--- src/rtl/led_pkg.sv ---
// Shared definitions for the LED breathing sequencer and the PWM stage checker.
// Holds the channel/width defaults, the sequencer state encoding and the triangle shaper.
package led_pkg;

    localparam int CHANNELS_DEFAULT = 6;
    localparam int DUTY_W_DEFAULT   = 8;

    // Widest duty the triangle helper supports; callers truncate to their own width.
    localparam int TRI_MAX_W = 16;

    typedef enum logic [1:0] {
        IDLE  = 2'd0,
        RUN   = 2'd1,
        DRAIN = 2'd2
    } seq_state_t;

    // Bit w of p selects the falling half, where the low w bits are mirrored.
    function automatic logic [TRI_MAX_W-1:0] tri_wave(input logic [TRI_MAX_W:0] p, input int w);
        logic [TRI_MAX_W-1:0] ones;
        logic [TRI_MAX_W-1:0] mask;
        logic [TRI_MAX_W-1:0] low;
        ones = '1;
        mask = ~(ones << w);
        low  = p[TRI_MAX_W-1:0] & mask;
        return p[w[4:0]] ? (~low & mask) : low;
    endfunction

endpackage

--- src/rtl/step_prescaler.sv ---
// Divides the system clock down to one-cycle brightness step ticks.
module step_prescaler #(
    parameter int DIV = 100000
) (
    input  logic clk,
    input  logic rst,
    input  logic clear,
    output logic tick
);

    localparam int CW = (DIV > 1) ? $clog2(DIV) : 1;
    localparam logic [CW-1:0] LAST = CW'(DIV - 1);

    logic [CW-1:0] count;

    assign tick = !clear && (count == LAST);

    always_ff @(posedge clk) begin
        if (rst || clear) begin
            count <= '0;
        end else if (count == LAST) begin
            count <= '0;
        end else begin
            count <= count + 1'b1;
        end
    end

endmodule

--- src/rtl/led_breath_seq.sv ---
// Phase-offset triangle-wave duty sequencer; new duties are released only at PWM period ends.
module led_breath_seq
    import led_pkg::*;
#(
    parameter int CHANNELS   = CHANNELS_DEFAULT,
    parameter int DUTY_W     = DUTY_W_DEFAULT,
    parameter int STEP_DIV   = 100000,
    parameter int PHASE_STEP = 42
) (
    input  logic                       clk,
    input  logic                       rst,
    input  logic                       en,
    input  logic                       period_end,
    output logic [CHANNELS*DUTY_W-1:0] duty,
    output logic                       duty_upd,
    output logic                       dir,
    output logic                       overrun
);

    seq_state_t state;
    seq_state_t state_next;

    logic [DUTY_W:0]              pos;
    logic                         pending;
    logic                         pending_next;
    logic                         tick;
    logic                         apply;
    logic                         prescaler_clear;
    logic [CHANNELS*DUTY_W-1:0]   target;

    assign prescaler_clear = (state != RUN);
    assign apply           = period_end && pending;
    assign dir             = pos[DUTY_W];

    step_prescaler #(
        .DIV (STEP_DIV)
    ) u_prescaler (
        .clk   (clk),
        .rst   (rst),
        .clear (prescaler_clear),
        .tick  (tick)
    );

    // Draining forces an all-zero target so the LEDs go dark at a period boundary.
    for (genvar i = 0; i < CHANNELS; i++) begin : g_target
        localparam logic [DUTY_W:0] OFFSET = (DUTY_W + 1)'(i * PHASE_STEP);
        logic [DUTY_W:0] phase_pos;
        assign phase_pos = pos + OFFSET;
        assign target[i*DUTY_W +: DUTY_W] = (state == DRAIN) ? '0
            : DUTY_W'(tri_wave((TRI_MAX_W + 1)'(phase_pos), DUTY_W));
    end

    always_ff @(posedge clk) begin
        if (rst) begin
            state <= IDLE;
        end else begin
            state <= state_next;
        end
    end

    // A tick on the apply edge re-arms pending so the newer position is not lost.
    always_comb begin
        state_next   = state;
        pending_next = pending;
        unique case (state)
            IDLE:    if (en) state_next = RUN;
            RUN:     if (!en) state_next = DRAIN;
            DRAIN: begin
                if (period_end) begin
                    state_next = IDLE;
                end else if (en) begin
                    state_next = RUN;
                end
            end
            default: state_next = IDLE;
        endcase
        if (state == RUN && !en) begin
            pending_next = 1'b1;
        end else if (state == DRAIN) begin
            pending_next = !period_end;
        end else if (tick) begin
            pending_next = 1'b1;
        end else if (apply) begin
            pending_next = 1'b0;
        end
    end

    always_ff @(posedge clk) begin
        if (rst) begin
            pos      <= '0;
            pending  <= 1'b0;
            duty     <= '0;
            duty_upd <= 1'b0;
            overrun  <= 1'b0;
        end else begin
            pending  <= pending_next;
            duty_upd <= apply;
            if (tick) begin
                pos <= pos + 1'b1;
            end
            if (apply) begin
                duty <= target;
            end
            if (tick && pending && !period_end) begin
                overrun <= 1'b1;
            end
        end
    end

endmodule

--- config.mk ---
export PLATFORM = sky130hd
export DESIGN_NAME = led_breath_seq
export DESIGN_NICKNAME = d
export VERILOG_FILES = /design/src/rtl/led_pkg.sv /design/src/rtl/step_prescaler.sv /design/src/rtl/led_breath_seq.sv
export SDC_FILE = /design/constraint.sdc
export NUM_CORES = 1
export LEC_CHECK = 0
export ABC_AREA = 0
export CAP_MARGIN = 20
export CORE_ASPECT_RATIO = 1.4
export CORE_MARGIN = 2
export CORE_UTILIZATION = 38
export DETAILED_ROUTE_END_ITERATION = 7
export PLACE_DENSITY = 0.65
export RECOVER_POWER = 25
export SETUP_SLACK_MARGIN = 0.2
export SYNTH_ARGS = -nofsm -noshare
export SYNTH_HDL_FRONTEND = slang
export SYNTH_SLANG_ARGS = --single-unit
--- constraint.sdc ---
create_clock -name clk -period 2.15 [get_ports clk]
set_input_delay 0.215 -clock clk [delete_from_list [all_inputs] [get_ports clk]]
set_output_delay 0.215 -clock clk [all_outputs]
set_load 0.01 [all_outputs]
# Yosys cells after proc, flatten, opt, wreduce, memory -nomap -nowiden
# Index checks and enable logic that the tools add are counted.
[word_totals]
ff_bits = 79
input_bits = 4
[classes]
add_sub_neg = 7
eq_ne = 5
muxes = 20
bitwise = 6
n_reduce_logical = 12
[ops]
columns = ["op", "n"]
rows = [
  ["$mux 8", 12],
  ["$not 8->8", 6],
  ["$add 9x7->9 const B", 2],
  ["$add 9x8->9 const B", 2],
  ["$add 17x1->17 const B", 1],
  ["$eq 17x17->1 const B", 1],
  ["$add 9x1->9 const B", 1],
  ["$add 9x6->9 const B", 1],
  ["$mux 2", 3],
  ["$pmux 2 s3", 1],
  ["$logic_and 1x1->1", 5],
  ["$mux 1", 4],
  ["$reduce_bool 4->1", 1],
  ["$logic_not 1->1", 3],
  ["$eq 2x1->1 const B", 1],
  ["$eq 2x2->1 const B", 1],
  ["$logic_not 2->1", 1],
  ["$ne 2x1->1 const B", 1],
  ["$ne 2x2->1 const B", 1],
  ["$reduce_or 2->1", 1],
  ["$logic_or 1x1->1", 1],
]

# Logic depth before layout (Yosys ltp)
[depth]
depth_word = 6
ltp_mapped = 8
depth_no_buf = 7

# Hierarchy
# From an unflattened synthesis, not the netlist that was laid out.
[hier_totals]
cells_unflattened = 423
area_unflattened_um2 = 4093.9
[by_module_without_submodules]
columns = ["mod", "instances", "cells_per_inst", "area_each_um2"]
rows = [
  ["led_breath_seq", 1, 335, 3260.6],
  ["step_prescaler", 1, 88, 833.3],
]

# Worst setup path after synthesis
# No wires, ideal clock.
[synth_path]
path_type = "reg-to-reg"
from = "register u_prescaler.count[0]"
to = "register pos[8]"
setup_time_ps = 123
t_arrival_ps = 1841
required_time_ps = 2027
path_slack_ps = 185
stages_incl_launch_ff = 8
path_cell_list = "dfxtp_1 ha_1 and4_1 buf_4 nand4_4 nor4_4 nor4b_4 mux2_1"
[synth_between]
elab_chain_len = 2
[synth_rtl]
columns = ["item", "line_no", "text"]
rows = [
  ["from (decl)", "step_prescaler.sv:14", "logic [CW-1:0] count;"],
  ["from (signal assigned)", "step_prescaler.sv:24", "count <= count + 1'b1;"],
  ["$eq 17x17->1", "step_prescaler.sv:16", "assign tick = !clear && (count == LAST);"],
  ["$logic_and 1x1->1", "step_prescaler.sv:16", ""],
  ["to (signal assigned)", "led_breath_seq.sv:99", "pos <= pos + 1'b1;"],
  ["to (decl)", "led_breath_seq.sv:23", "logic [DUTY_W:0] pos;"],
]
# No other way between the ends.
# A chain may end at the register's enable or synchronous reset.

# Final worst setup path
# Same ends and word-level chain as after synthesis.

==> metrics.md <==
| Metric | Value |
|---|---|
| CP Capture Type | `flip-flop` |
| I/O pin total | `between 50 and 60` |
| Number of global-route vias before repair | `just over 3000` |
| Core ar. | `10200 um2` |
| Final WL | `about 9.1 mm` |
| Initial DRC Count | `around 110` |
| Die Span X | `90.1 um` |
| Post-synthesis compound-gate area fraction | `between 10% and 20%` |
| Layout area overhead | `31.1%` |
| Final antenna-violating net count | `0` |
| Final HPWL DP | `about 6.7 mm` |
| Largest family of logic cells by synthesized area | `XOR/XNOR gates` |
| Max transition margin | `a little under half` |
| GPL Wtd Cong | `slightly above 0.8` |
| Syn Nets | `between 400 and 500` |
| Clock sink count | `79` |
| Ant diodes | `0` |
| Max Cap Viol | `0` |
| Simple-gate portion of the synthesized area | `approximately 17%` |
| Sequential area share after synthesis | `~40%` |
| Max frequency | `roughly 0.53 GHz` |
| R2R depth | `6` |
| Longest Clk Path Bufs | `2` |
| Worst-margin pin slew | `around 0.79 ns` |
| Leak Pwr | `2.09 nW` |
| Synth area leader | `dfxtp_1` |
| Post-CTS Hold Buffers | `0` |
| Crit share post-route | `87.4%` |
| Clk_skew | `between 0.004 and 0.005 ns` |
| CTS tree | `built` |
| Avg Cell Area, Syn | `around 9 um2` |
| Final hold vios | `0` |
| RR Startpoint | `u_prescaler.count[0]` |
| First-pass GRT wire length | `~15 mm` |
| Final TNS setup | `0 ns` |
| Via-to-Cell Ratio | `just under 5` |
| Post-synth ARST share | `0%` |
| Gr usage total | `16.7%` |
| Die Y-Extent | `between 100 and 150 um` |
| Final #Nets | `~520` |
| Design Power | `3.33 mW` |
| Tmin final | `between 1.5 and 2 ns` |
| Most numerous cell in the Yosys netlist | `dfxtp_1` |
| Post-synth EDFFs | `0` |
| DR vias | `roughly 3200` |
| Synthesis-stage register bit count | `79` |
| RR Endpoint | `pos[8]` |
| Max Slew Vio Count | `0` |
| XOR/XNOR Fraction of Synth Area | `just over 20%` |
| Synth Flop Type | `dfxtp_1` |
| Synth top area cells | `dfxtp_1, xnor2_1, xor2_1, nor2_1, ha_1` |
| Max IR drop VDD | `439 uV` |
| Setup crit start kind | `flip-flop` |
| Critical path peak fanout | `4` |
| Synth top cells by count | `dfxtp_1, xnor2_1, nor2_1` |
| CTS Buf Count | `9` |
| Warnings from Yosys | `0` |
| Final count of negative-setup-slack endpoints | `0` |
| RSZ-0062 raised after global routing | `true` |
| Die Footprint | `between 10000 and 15000 um2` |
| Status | `finished clean` |
| Post-synthesis mux area share | `roughly 1.3%` |
| Row cnt | `44` |
| Reg area | `around 1600 um2` |
| Critical Path AT | `between 2 and 2.5 ns` |
| Root Buffer | `clkbuf_16` |
| Pre-antenna DRT Iters | `4` |
| Wire per inst | `~14 um` |
| Pin count of the biggest net entering global routing | `30` |
| Antenna violations before repair | `0` |
| PwrDens | `between 600 and 700 nW/um2` |
| Synthesized instance count | `between 400 and 500` |
| Mapped Area | `around 4000 um2` |
| Worst hold endpoint | `duty[43]` |
| Grt total ovfl | `0` |
| WS Path Type | `reg -> reg` |
| H-tree Lvls | `3` |
| Hold depth | `2` |
| Clk slew on worst S/H paths | `around 0.06 ns` |
| IO buf count | `54` |
| Filler Cells Inserted | `roughly 990` |
| Cell variety after synth | `between 40 and 50` |
| Critical Path RT | `roughly 2.4 ns` |
| Fraction of layout cells with a size suffix above 1 | `between 10% and 20%` |
| Worst-Skew Late Latency | `0.34 ns` |
| HP Start | `duty[43]` |
| Flop2flop setup slack | `0.27 ns` |
| Hold Path Class | `reg -> reg` |
| Multi-input logic area | `around 2300 um2` |
| DR DRC count | `0` |
| Post-synth top area share | `40.1%` |
| Starting Density | `about two fifths` |
| Adder-Cell Fraction of Synth Area | `under 10%` |
[sequential cells by signal, summed over array words and instances, names as in the netlist]
register	count
state	2
duty_upd	1
overrun	1
pending	1
duty	48
u_prescaler.count	17
pos	9
[power breakdown]
part           internal (mW)  switching (mW)  leakage [nW]
Clock                   1.14           0.605         0.170
Combinational         0.0374          0.0591          1.28
Sequential              1.48         0.00965         0.641
Total                   2.65           0.673          2.09
[how the worst max path moves through the flow]
| stage | from | endpoint |
|---|---|---|
| 2_1_floorplan | pos[3] | duty[26] |
| 3_3_place_gp | u_prescaler.count[0] | pos[8] |
| 3_5_place_dp | u_prescaler.count[0] | pos[8] |
| 4_1_cts | u_prescaler.count[0] | pos[8] |
| 5_1_grt | pos[3] | duty[10] |
| 6_report | u_prescaler.count[0] | pos[8] |
[timing repair]
| item | in CTS | in global routing |
|---|---|---|
| buffers inserted | 0 | 2 |
| pin swaps | 2 | 4 |
| resized for setup | 5 | 12 |
| endpoints found under the setup margin | 11 | 21 |
[kinds of logic (layout without fill, tap and decap cells)]
family,count (synthesis),after routing
simple gates,137,137
xor+xnor,89,89
compound gates,79,79
flops,79,79
buf+inv,35,109
fa+ha+maj,12,12
mux,5,5
[critical path, cell delays in order, from the launching register on]
cell and delay (ns):
dfxtp_2 0.36, ha_4 0.14, and4_4 0.24, nand4_4 0.12
nor4_4 0.33, nor4b_4 0.26, mux2_4 0.32
[through the flow]
| stage | hold slack [ns] | cells | cell area (um2) | utilization [%] | setup slack [ns] |
|---|---|---|---|---|---|
| finish | 0.443 | 648 | 5180 | 50.5 | 0.270 |
| global route | 0.464 | 648 | 5180 | 50.5 | 0.189 |
| CTS | 0.454 | 646 | 5130 | 50.1 | 0.190 |
| detailed placement | 0.441 | 630 | 4750 | 46.4 | 0.148 |
| global placement | 0.431 | 630 | 4750 | 46.4 | 0.192 |
| floorplan | 0.293 | 436 | 3950 | - | 0.232 |
[cell usage in the layout (no fill, tap or decap), types with 5 or more instances in the layout]
| cell type | count |
|---|---|
| dlygate4sd3_1 | 29 |
| ha_1 | 10 |
| a21o_1 | 5 |
| dfxtp_1 | 73 |
| xor2_1 | 29 |
| nor3_1 | 7 |
| buf_4 | 28 |
| a22o_1 | 5 |
| xnor2_1 | 56 |
| o21ai_0 | 30 |
| dfxtp_2 | 6 |
| nor2_1 | 53 |
| nand4_1 | 5 |
| clkbuf_16 | 9 |
| a22oi_1 | 18 |
| clkdlybuf4s50_1 | 25 |
| inv_1 | 8 |
| nand3_1 | 5 |
| nand2_1 | 40 |
| a21oi_1 | 8 |
[final cells by class]
class,instances,area share (%)
inverters,9,0.653
flip-flops and latches,79,30.7
multi-input cells,322,43.9
repair buffers,84,14.7
clock buffers,9,4.35
clock inverters,7,2.34
well taps,138,3.34
[metal layers]
layer	vias up	GRT usage, %	wire (um)
met5	-	0	0
met4	0	9.23	304
met3	21	3.02	238
met2	53	29.5	4810
met1	1512	18.8	3750
li1	1592	-	-
Note: power is estimated with default switching activity, not from simulation.
